--- src/rtl/riscv_pkg.sv ---
// Shared constants and types for the RV32 front end: datapath widths,
// I-type immediate field position, PC step and the fetch-state encoding.
package riscv_pkg;

    localparam int XLEN      = 32;
    localparam int INST_W    = 32;
    localparam int IMM_I_MSB = 31;
    localparam int IMM_I_LSB = 20;
    localparam int IMM_I_W   = IMM_I_MSB - IMM_I_LSB + 1;

    localparam logic [XLEN-1:0] PC_STEP          = 32'd4;
    localparam logic [XLEN-1:0] DEFAULT_RESET_PC = 32'h0000_0000;

    // IDLE is only ever seen straight out of reset; the loop is REQ -> WAIT -> HOLD.
    typedef enum logic [1:0] {
        IDLE = 2'd0,
        REQ  = 2'd1,
        WAIT = 2'd2,
        HOLD = 2'd3
    } fetch_state_e;

    // Instruction addresses are word aligned; the low two bits are always cleared.
    function automatic logic [XLEN-1:0] align_pc(input logic [XLEN-1:0] pc);
        return pc & ~32'd3;
    endfunction

endpackage

--- src/rtl/instruction_fetch_stage_pc_reg.sv ---
// Program counter register. Redirect wins over increment; the redirect
// target is word-aligned before it is loaded. Increment wraps modulo 2^32.
module pc_reg
    import riscv_pkg::*;
#(
    parameter logic [31:0] RESET_PC = DEFAULT_RESET_PC,
    parameter int          ADDR_W   = XLEN
) (
    input  logic              clk,
    input  logic              rst_n,
    input  logic              redirect_en,
    input  logic [ADDR_W-1:0] redirect_pc,
    input  logic              incr_en,
    output logic [ADDR_W-1:0] pc
);

    logic [ADDR_W-1:0] pc_d;
    logic [ADDR_W-1:0] pc_q;

    // Select the next PC: redirect target, sequential successor, or hold.
    always_comb begin
        pc_d = pc_q;
        if (redirect_en) begin
            pc_d = align_pc(redirect_pc);
        end else if (incr_en) begin
            pc_d = pc_q + ADDR_W'(PC_STEP);
        end
    end

    // PC state register.
    // NOTE: sequential state is updated with <= so every flop samples pre-edge values.
    always_ff @(posedge clk or negedge rst_n) begin
        if (!rst_n) begin
            pc_q <= RESET_PC;
        end else begin
            pc_q <= pc_d;
        end
    end

    assign pc = pc_q;

endmodule

--- src/rtl/instruction_fetch_stage.sv ---
// Instruction fetch stage: one outstanding instruction-memory read at a time,
// fetched word held for decode over valid/ready, redirects flush in-flight work.
module instruction_fetch_stage
    import riscv_pkg::*;
#(
    parameter logic [31:0] RESET_PC = DEFAULT_RESET_PC,
    parameter int          ADDR_W   = XLEN
) (
    input  logic              clk,
    input  logic              rst_n,
    input  logic              redirect_valid,
    input  logic [ADDR_W-1:0] redirect_pc,
    output logic              imem_req_valid,
    input  logic              imem_req_ready,
    output logic [ADDR_W-1:0] imem_req_addr,
    input  logic              imem_resp_valid,
    input  logic [INST_W-1:0] imem_resp_data,
    output logic              inst_valid,
    input  logic              inst_ready,
    output logic [INST_W-1:0] inst_out,
    output logic [ADDR_W-1:0] inst_pc,
    output logic [11:0]       imm12_out
);

    fetch_state_e        state_d, state_q;
    logic                drop_d, drop_q;
    logic [INST_W-1:0]   inst_d, inst_q;
    logic [ADDR_W-1:0]   inst_pc_d, inst_pc_q;
    logic [IMM_I_W-1:0]  imm12_d, imm12_q;
    logic                pc_incr;
    logic [ADDR_W-1:0]   pc;

    pc_reg #(
        .RESET_PC (RESET_PC),
        .ADDR_W   (ADDR_W)
    ) u_pc_reg (
        .clk         (clk),
        .rst_n       (rst_n),
        .redirect_en (redirect_valid),
        .redirect_pc (redirect_pc),
        .incr_en     (pc_incr),
        .pc          (pc)
    );

    // Next-state, drop-flag and capture logic; redirect overrides every state.
    // NOTE: every signal gets a default first so no path leaves it unassigned (no latches).
    always_comb begin
        state_d        = state_q;
        drop_d         = drop_q;
        inst_d         = inst_q;
        inst_pc_d      = inst_pc_q;
        imm12_d        = imm12_q;
        pc_incr        = 1'b0;
        imem_req_valid = 1'b0;

        unique case (state_q)
            IDLE: begin
                state_d = REQ;
            end
            REQ: begin
                imem_req_valid = 1'b1;
                if (imem_req_ready) begin
                    state_d = WAIT;
                    // A request accepted alongside a redirect fetches the old path.
                    drop_d  = redirect_valid;
                end
            end
            WAIT: begin
                if (redirect_valid) begin
                    if (imem_resp_valid) begin
                        // The outstanding response is consumed and discarded right now.
                        state_d = REQ;
                        drop_d  = 1'b0;
                    end else begin
                        drop_d  = 1'b1;
                    end
                end else if (imem_resp_valid) begin
                    if (drop_q) begin
                        state_d = REQ;
                        drop_d  = 1'b0;
                    end else begin
                        inst_d    = imem_resp_data;
                        inst_pc_d = pc;
                        imm12_d   = imem_resp_data[IMM_I_MSB:IMM_I_LSB];
                        pc_incr   = 1'b1;
                        state_d   = HOLD;
                    end
                end
            end
            HOLD: begin
                if (redirect_valid || inst_ready) begin
                    state_d = REQ;
                end
            end
            default: begin
                state_d = IDLE;
            end
        endcase
    end

    // FSM state, drop flag and decode-facing output registers.
    always_ff @(posedge clk or negedge rst_n) begin
        if (!rst_n) begin
            state_q   <= IDLE;
            drop_q    <= 1'b0;
            inst_q    <= '0;
            inst_pc_q <= '0;
            imm12_q   <= '0;
        end else begin
            state_q   <= state_d;
            drop_q    <= drop_d;
            inst_q    <= inst_d;
            inst_pc_q <= inst_pc_d;
            imm12_q   <= imm12_d;
        end
    end

    assign imem_req_addr = pc;
    assign inst_valid    = (state_q == HOLD);
    assign inst_out      = inst_q;
    assign inst_pc       = inst_pc_q;
    assign imm12_out     = imm12_q;

endmodule

--- config.mk ---
export PLATFORM = sky130hd
export DESIGN_NAME = instruction_fetch_stage
export DESIGN_NICKNAME = d
export VERILOG_FILES = /design/src/rtl/riscv_pkg.sv /design/src/rtl/instruction_fetch_stage_pc_reg.sv /design/src/rtl/instruction_fetch_stage.sv
export SDC_FILE = /design/constraint.sdc
export NUM_CORES = 1
export LEC_CHECK = 0
export CAP_MARGIN = 20
export CORE_MARGIN = 2
export CORE_UTILIZATION = 45
export DETAILED_ROUTE_END_ITERATION = 8
export PLACE_DENSITY = 0.86
export SYNTH_ARGS = -nofsm -noshare
export SYNTH_HDL_FRONTEND = slang
export SYNTH_HIERARCHICAL = 1
export SYNTH_SLANG_ARGS = --single-unit
--- constraint.sdc ---
create_clock -name clk -period 6.1 [get_ports clk]
set_input_delay 1.22 -clock clk [delete_from_list [all_inputs] [get_ports clk]]
set_output_delay 1.22 -clock clk [all_outputs]
set_load 0.005 [all_outputs]
; After elaboration in Yosys (flattened, before gate mapping)
; Cells that the tools add are included.
[word_totals]
ff_bits = 111
inputBits = 70
out_inout_bits = 110
wordCells = 42
[op_classes]
n_addsub = 1
eq_ne = 7
n_mux = 19
bitwise = 2
n_reduce_logical = 7
[op_table]
columns = operator, count
row1 = $mux W32, 2
row2 = $add A32 B3 Y32 const B, 1
row3 = $mux W2, 6
row4 = $mux W1, 9
row5 = $pmux W2 S4, 1
row6 = $reduce_and A3 Y1, 2
row7 = $eq A2 B2 Y1 const B, 2
row8 = $ne A2 B2 Y1 const B, 2
row9 = $reduce_and A4 Y1, 1
row10 = $reduce_bool A2 Y1, 2
row11 = $ne A3 B3 Y1 const B, 1
row12 = $eq A2 B1 Y1 const B, 1
row13 = $logic_not A2 Y1, 1
row14 = $ne A2 B1 Y1 const B, 1
row15 = $not A1 Y1, 2
row16 = $pmux W1 S2, 1
row17 = $logic_or A1 B1 Y1, 1

; Longest topological paths before layout
; Gate-level depths: netlist (run 1).
[logic_depth]
depth_word = 6
mapped_depth = 10
mapped_depth_nobuf = 9

; Cells and area by module
; Netlist (run 1), hierarchy kept.
[modules_own_cells]
columns = mod, instances, cells_each, area_per_inst_um2, seq_area_each_um2
row1 = instruction_fetch_stage, 1, 175, 2747.6, 1676.6
row2 = pc_reg, 1, 192, 1729.2, 750.7

; Worst setup path before layout (run 1)
; Ideal clock, no wire load.
[synth_timing]
kind = input to register
start = input imem_resp_valid
end = register u_pc_reg.pc_q[28] (netlist: u_pc_reg/pc[28])
setup_ps = 125
t_arrival_ps = 2817
required_ps = 5975
setup_slack_ps = 3159
stages = 7
path_buffers = 0
path_cell_list = nand2_1 -> nor3_1 -> and3_1 -> nand3_1 -> nor4_1 -> xor2_1 -> mux2_2
[synth_between]
elab_chain_len = 4
[synth_lines]
columns = element, line_no
row1 = start: declaration, instruction_fetch_stage.sv:16  ; input logic imem_resp_valid,
row2 = $mux W1, instruction_fetch_stage.sv:77  ; end else if (imem_resp_valid) begin
row3 = $mux W1, instruction_fetch_stage.sv:69  ; if (redirect_valid) begin
row4 = $mux W1, instruction_fetch_stage.sv:56  ; unique case (state_q)
row5 = named net pc_incr, instruction_fetch_stage.sv:30  ; logic pc_incr;
row6 = $reduce_bool A2 Y1 (no line), n/a
row7 = end signal: assignment, instruction_fetch_stage_pc_reg.sv:36  ; pc_q <= pc_d;
row8 = end: declaration, instruction_fetch_stage_pc_reg.sv:18  ; logic [ADDR_W-1:0] pc_q;
; The timed path passes the listed nets, and every way through them passes these cells.
; A chain may end at the register's enable or synchronous reset.

; Worst setup path in the final report (run 1)
; Ends and elaborated chain as after synthesis.

==> impl_results.md, run 1 <==
- Maximum root-to-sink buffer count: 2
- Synth warnings: 6
- Hpwl dp: 8010 µm
- Post-cts resize count: 0
- Antenna Cells: 0
- Post-synth EDFFs: 0
- TritonCTS clock tree: built
- Clock share of power: 20.0%
- Avg Cell Area, Syn: 12.2 µm²
- Final Power: 2.34 mW
- Gpl congestion: 0.746
- Die H: 104 µm
- Final min period: 3600 ps
- DR iter-0 viols: 83
- CP Launch Type: input port
- Max Freq: 277 MHz
- Post-Layout Cell Count: 667
- Synthesized area: 4480 µm²
- Slowest stage delay, CP: 510 ps
- Worst-path clk slew: 90 ps
- CP Class: in2reg
- Seq/Total Area, Yosys: 54.2%
- TritonCTS Buffers: 9
- X dimension of the die: 104 µm
- First-pass GRT wire length: 17,600 µm
- Starting Density: 46.0%
- Critical path arrival: 3850 ps
- Layout cell share with drive strength beyond 1: 16.9%
- Vias: 3,307
- Asr flop ratio synth: 100%
- Vias in the first global route: 3,411
- Pwr dens: 364 nW/µm²
- Port-buffer cells: 175
- Area added between synthesis and finish: 43.6%
- Switch Pwr: 0.621 mW
- Largest net degree at the start of global routing: 57
- DIE AREA: 10,800 µm²
- Max_cap viols: 0
- Synth cell types: 40
- CP max stage cell: clkdlybuf4s50_1
- VDD IR max: 0.206 mV
- Detailed Route WL: 10,900 µm
- Core box area: 9730 µm²
- Slew @ Worst Pin: 1010 ps
- ANT nets after route: 0
- Clk Latency, worst-skew pair: 360 ps
- Logic pwr share: 37.6%
- Root buf cell: clkbuf_8
- Critical path fanouts, max: 7
- Commonest non-fill, non-tap cell in the layout: clkdlybuf4s50_1
- Crit end category: register
- Initial antenna violation count: 0
- Vias/cell: 4.96
- Final #Nets: 605
- Hold WS: 501 ps
- Most frequent cells in the layout: clkdlybuf4s50_1, dfrtp_1, mux2_2
- Seq pwr share: 42.4%
- RSZ-0062 raised after global routing: no
- Crit share post-route: 59.1%
- Mapped Cells: 367
- Final design utilization: 66.1%
- Slew headroom: 32.2%
- Pleak: 2.70 nW
- GRT Overall Usage: 20.5%
- Dpl cells: 651
- Final Hold Viols: 0
- DRT Pass-1 Iters: 4
- Worst Skew: 8.12 ps
- Sw Share: 26.5%
- Clock sinks: 97
- DRC: 0
- # rows: 36
- Status: completed
- Top Ports: 180
- Worst min path class: reg2reg
- TNS Setup: 0 ps
- Worst path required time: 6340 ps
- Register bit total from synthesis: 97
- Slew Limit Fails: 0
- Cts hold-fix bufs: 0
- Post-CTS setup buffer count: 0
- Internal: 1.72 mW
- Htree depth: 3
- Number of fill cells: 761
- WL/cell: 16.4 µm
- Setup violators final: 0
- GR Overflow Total: 0
- Worst path cell trace: clkdlybuf4s50_1 > nand2_1 > nor3_1 > and3_1 > nand3_1 > nor4_1 > xor2_1 > mux2_2
- Synth Flop Type: dfrtp_1
## worst paths after layout
check | from | end | slack (ps) | cells past startpoint
worst min register to register | inst_pc[3]$_DFFE_PN0P_ | inst_pc[3]$_DFFE_PN0P_ | 500 | 1
worst min-delay path | inst_pc[3]$_DFFE_PN0P_ | inst_pc[3]$_DFFE_PN0P_ | 500 | 1
min in group asynchronous | rst_n | u_pc_reg/pc[23]$_DFFE_PN0N_ | 830 | 1
worst max-delay path | imem_resp_valid | u_pc_reg/pc[28]$_DFFE_PN0N_ | 2500 | 8
worst max register to register | state_q[0]$_DFFE_PN0P_ | u_pc_reg/pc[28]$_DFFE_PN0N_ | 3160 | 9
max in group asynchronous | rst_n | u_pc_reg/pc[30]$_DFFE_PN0N_ | 4140 | 2
## stage by stage
stage,setup slack [ps],instance area (µm²)
2_1_floorplan,3160,4480
5_1_grt,2350,6430
3_3_place_gp,2200,6200
6_report,2500,6430
4_1_cts,2550,6430
3_5_place_dp,2180,6200
## layout make-up
class                      count  area, µm²  share of cell area, %
multi-input combinational    235       1810                   28.1
clock buffer                  12        155                   2.41
inverter                       8       30.0                  0.467
timing repair buffer         178       1770                   27.5
clock inverter                 4       75.1                   1.17
sequential                    97       2430                   37.8
tap                          133        166                   2.59
## cell families after synthesis
family	after synthesis	synth area share (%)
buf+inv	36	5.45
other cells	1	0.0838
compound gates	34	4.11
xor+xnor	29	5.67
mux	68	17.0
simple gates	96	11.8
fa+ha+maj	6	1.68
flops	97	54.2
## critical path: cells and delay by family
family	cells	cell delay [ps]
simple gates	5	1710
buf+inv	1	510
xor+xnor	1	120
mux	1	270
## layer usage
layer  global-route usage, %  share of wire (%)
met5                       0                  0
met4                    7.63                1.7
met3                    4.66                5.9
met2                    35.8                 51
met1                    24.9                 42
## power groups by stage
stage	logic, mW	clock network [mW]	registers (mW)
finish	0.882	0.469	0.992
global route	0.937	0.512	1.02
detailed placement	0.889	0	1.01
floorplan	0.326	0	1.00
global placement	0.860	0	0.990
CTS	0.893	0.483	0.994
## synthesized netlist by cell type, types with 2 or more instances
| cell type | number | area (µm²) |
|---|---|---|
| dfrtp_1 | 97 | 2430 |
| mux2_2 | 60 | 676 |
| nand2_1 | 46 | 173 |
| o21ai_0 | 23 | 115 |
| xnor2_1 | 21 | 184 |
| buf_4 | 15 | 113 |
| inv_1 | 8 | 30.0 |
| nor2_1 | 8 | 30.0 |
| nor3_1 | 8 | 40.0 |
| xor2_1 | 8 | 70.1 |
| buf_6 | 7 | 78.8 |
| nand3_1 | 7 | 35.0 |
| clkbuf_1 | 6 | 22.5 |
| ha_1 | 6 | 75.1 |
| and3_1 | 5 | 31.3 |
| mux2_1 | 5 | 56.3 |
| o21ai_1 | 5 | 25.0 |
| mux2i_1 | 3 | 30.0 |
| nand4_1 | 3 | 18.8 |
| nor4_1 | 3 | 18.8 |
| nor4_4 | 3 | 63.8 |
| or3_1 | 2 | 12.5 |
Power figures use the tool's default switching activity.
==> run 2, diff against run 1 <==
--- a/config.mk
+++ b/config.mk
@@ -7,9 +7,9 @@
 export LEC_CHECK = 0
 export CAP_MARGIN = 20
 export CORE_MARGIN = 2
-export CORE_UTILIZATION = 45
+export CORE_UTILIZATION = 39
 export DETAILED_ROUTE_END_ITERATION = 8
-export PLACE_DENSITY = 0.86
+export PLACE_DENSITY = 0.79
 export SYNTH_ARGS = -nofsm -noshare
 export SYNTH_HDL_FRONTEND = slang
 export SYNTH_HIERARCHICAL = 1
==> constraint.sdc (replaced) <==
create_clock -name clk -period 3.06 [get_ports clk]
set_input_delay 0.612 -clock clk [delete_from_list [all_inputs] [get_ports clk]]
set_output_delay 0.612 -clock clk [all_outputs]
set_load 0.005 [all_outputs]
==> run 2 against run 1 <==
  * Register-to-register slack lost 2500 ps
  * Clock skew is essentially flat
  * Critical path depth grew 2
  * Worst hold slack lost 130 ps
  * Largest cell class unchanged
  * Highest routed layer unchanged
==> impl_results.md, run 2 (synthesis results as in run 1) <==
- Status: completed
- Setup violators final: 0 (unchanged)
- Htree depth: 3 (unchanged)
- DRT Pass-1 Iters: 4 (unchanged)
- Worst path required time: 3260 ps (-3080 ps)
- Clock sinks: 97 (unchanged)
- Pleak: 2.76 nW (+2.4%)
- DR iter-0 viols: 104 (+25%)
- Most frequent cells in the layout: clkdlybuf4s50_1, dfrtp_1, mux2_2
- CP dominant cell by count: buf_4
- Detailed Route WL: 10,400 µm (-4.6%)
- Sw Share: 26.0% (-0.46 points)
- Dpl cells: 668 (+2.6%)
- Core box area: 11,300 µm² (+16%)
- Final #Nets: 612 (+1.2%)
- Starting Density: 39.5% (-6.5 points)
- Layout cell share with drive strength beyond 1: 17.7% (+0.89 points)
- Final min period: 2530 ps
- Vias/cell: 4.83 (-2.7%)
- Worst-path clk slew: 60 ps (-30 ps)
- Critical path fanouts, max: 9 (+2)
- Critical path arrival: 2720 ps (-1130 ps)
- Worst path cell trace: clkdlybuf4s50_1 > nand2_1 > nor3_1 > buf_4 > nand4_2 > or3_1 > buf_4 > nor4_4 > xnor2_1 > o21ai_1
- Reg-to-reg setup timing slack: 640 ps (-2520 ps)
- Clock share of power: 22.0% (+2.0 points)
- Logic pwr share: 36.5% (-1.1 points)
- Port-buffer cells: 175 (unchanged)
- TritonCTS Buffers: 9 (unchanged)
- # rows: 39 (+8.3%)
- Crit share post-route: 82.6%
- Hpwl dp: 7660 µm (-4.4%)
- Worst min path class: in2async
- Critical Path Sink: u_pc_reg/pc[31]$_DFFE_PN0N_
- DIE AREA: 12,400 µm² (+15%)
- Vias: 3,301 (-0.18%)
- Slowest stage delay, CP: 510 ps (about the same)
- Slew headroom: 39.1% (+6.9 points)
- Slew Limit Fails: 0 (unchanged)
- GR Overflow Total: 0 (unchanged)
- Final Hold Viols: 0 (unchanged)
- Largest net degree at the start of global routing: 73 (+28%)
- CP Launch Type: input port
- Gpl congestion: 0.745 (-0.12%)
- Reg-to-reg critical path startpoint: state_q[0]$_DFFE_PN0P_
- Area added between synthesis and finish: 46.1%
- Antenna Cells: 0 (unchanged)
- TNS Setup: 0 ps (unchanged)
- DRC: 0 (unchanged)
- RSZ-0062 raised after global routing: no
- Reg-to-reg endpoint: u_pc_reg/pc[31]$_DFFE_PN0N_
- First-pass GRT wire length: 17,400 µm (-1.2%)
- Initial antenna violation count: 0 (unchanged)
- Max_cap viols: 0 (unchanged)
- Die H: 111 µm (+7.1%)
- Worst Skew: 8.31 ps (+0.190 ps)
- TritonCTS clock tree: built
- Seq pwr share: 41.5% (-0.9 points)
- Crit end category: register
- Top Ports: 180 (unchanged)
- WL/cell: 15.2 µm (-7.0%)
- Post-Layout Cell Count: 684 (+2.5%)
- Internal: 3.52 mW (+100%)
- X dimension of the die: 111 µm (+7.1%)
- Post-cts resize count: 0 (unchanged)
- R2R depth: 11 (+2)
- Maximum root-to-sink buffer count: 2 (unchanged)
- Cts hold-fix bufs: 0 (unchanged)
- Commonest non-fill, non-tap cell in the layout: clkdlybuf4s50_1
- Switch Pwr: 1.24 mW (+100%)
- CP Class: in2reg
- Root buf cell: clkbuf_16
- VDD IR max: 0.504 mV (+140%)
- ANT nets after route: 0 (unchanged)
- Clk Latency, worst-skew pair: 340 ps (-20 ps)
- Slew @ Worst Pin: 913 ps (-101 ps)
- CP max stage cell: clkdlybuf4s50_1
- Pwr dens: 728 nW/µm² (+100%)
- Post-CTS setup buffer count: 0 (unchanged)
- GRT Overall Usage: 17.6% (-3.0 points)
- Crit path from: imem_resp_valid
- Vias in the first global route: 3,464 (+1.6%)
- Max Freq: 396 MHz
## run 2: changes by cell type in the layout (fill, tap and decap cells not counted)
cell / before / now
clkbuf_16: 0 / 9
clkbuf_8: 11 / 2
buf_4: 4 / 11
clkinv_2: 0 / 3
bufinv_16: 2 / 0
clkinvlp_4: 2 / 0
clkbuf_1: 1 / 2
## run 2: layout make-up
type	count	area (µm²)
Clock buffer	13	260
Clock inverter	3	15.0
Fill cell	954	4780
Inverter	8	30.0
Multi-Input combinational cell	235	1810
Sequential cell	97	2430
Tap cell	143	179
Timing Repair Buffer	185	1820
## run 2: routing by layer
layer	vias up	routed length, µm	track usage, %
met3	13	565	4.65
li1	1584	-	-
met5	-	0	0
met2	102	5290	29.8
met4	0	172	6.58
met1	1602	4390	21.6
## run 2: power by group through the flow
stage	sequential, mW	combinational (mW)	clock [mW]
finish	1.98	1.74	1.05
global placement	1.97	1.72	0
global route	2.05	1.87	1.14
CTS	1.99	1.77	1.08
floorplan	2.00	0.650	0
detailed placement	2.01	1.77	0
## run 2: worst min-delay path by stage
stage	startpoint	end	slack, ps
after floorplan	rst_n	drop_q$_DFFE_PN0P_	320
after global placement	inst_out[8]$_DFFE_PN0P_	inst_out[8]$_DFFE_PN0P_	470
after detailed placement	inst_out[7]$_DFFE_PN0P_	inst_out[7]$_DFFE_PN0P_	470
after CTS	rst_n	state_q[1]$_DFFE_PN0P_	440
after global routing	rst_n	state_q[1]$_DFFE_PN0P_	490
final	rst_n	state_q[1]$_DFFE_PN0P_	370
## run 2: critical path: cells and delay by family
| family | cells | cell delay (ps) |
|---|---|---|
| AND/OR/NAND/NOR | 5 | 990 |
| buffers and inverters | 3 | 890 |
| XOR/XNOR | 1 | 150 |
| AO/OA/AOI/OAI | 1 | 70 |
## run 2: through the flow
stage / hold WS (ps) / power, mW / util (%) / worst slack, ps / area, µm²
2_1_floorplan: 316 / 2.65 / - / 704 / 4480
3_3_place_gp: 469 / 3.70 / 55.3 / 186 / 6260
3_5_place_dp: 474 / 3.78 / 55.3 / 176 / 6260
4_1_cts: 442 / 4.84 / 57.8 / 528 / 6540
5_1_grt: 490 / 5.06 / 57.8 / 419 / 6540
6_report: 375 / 4.76 / 57.8 / 532 / 6540
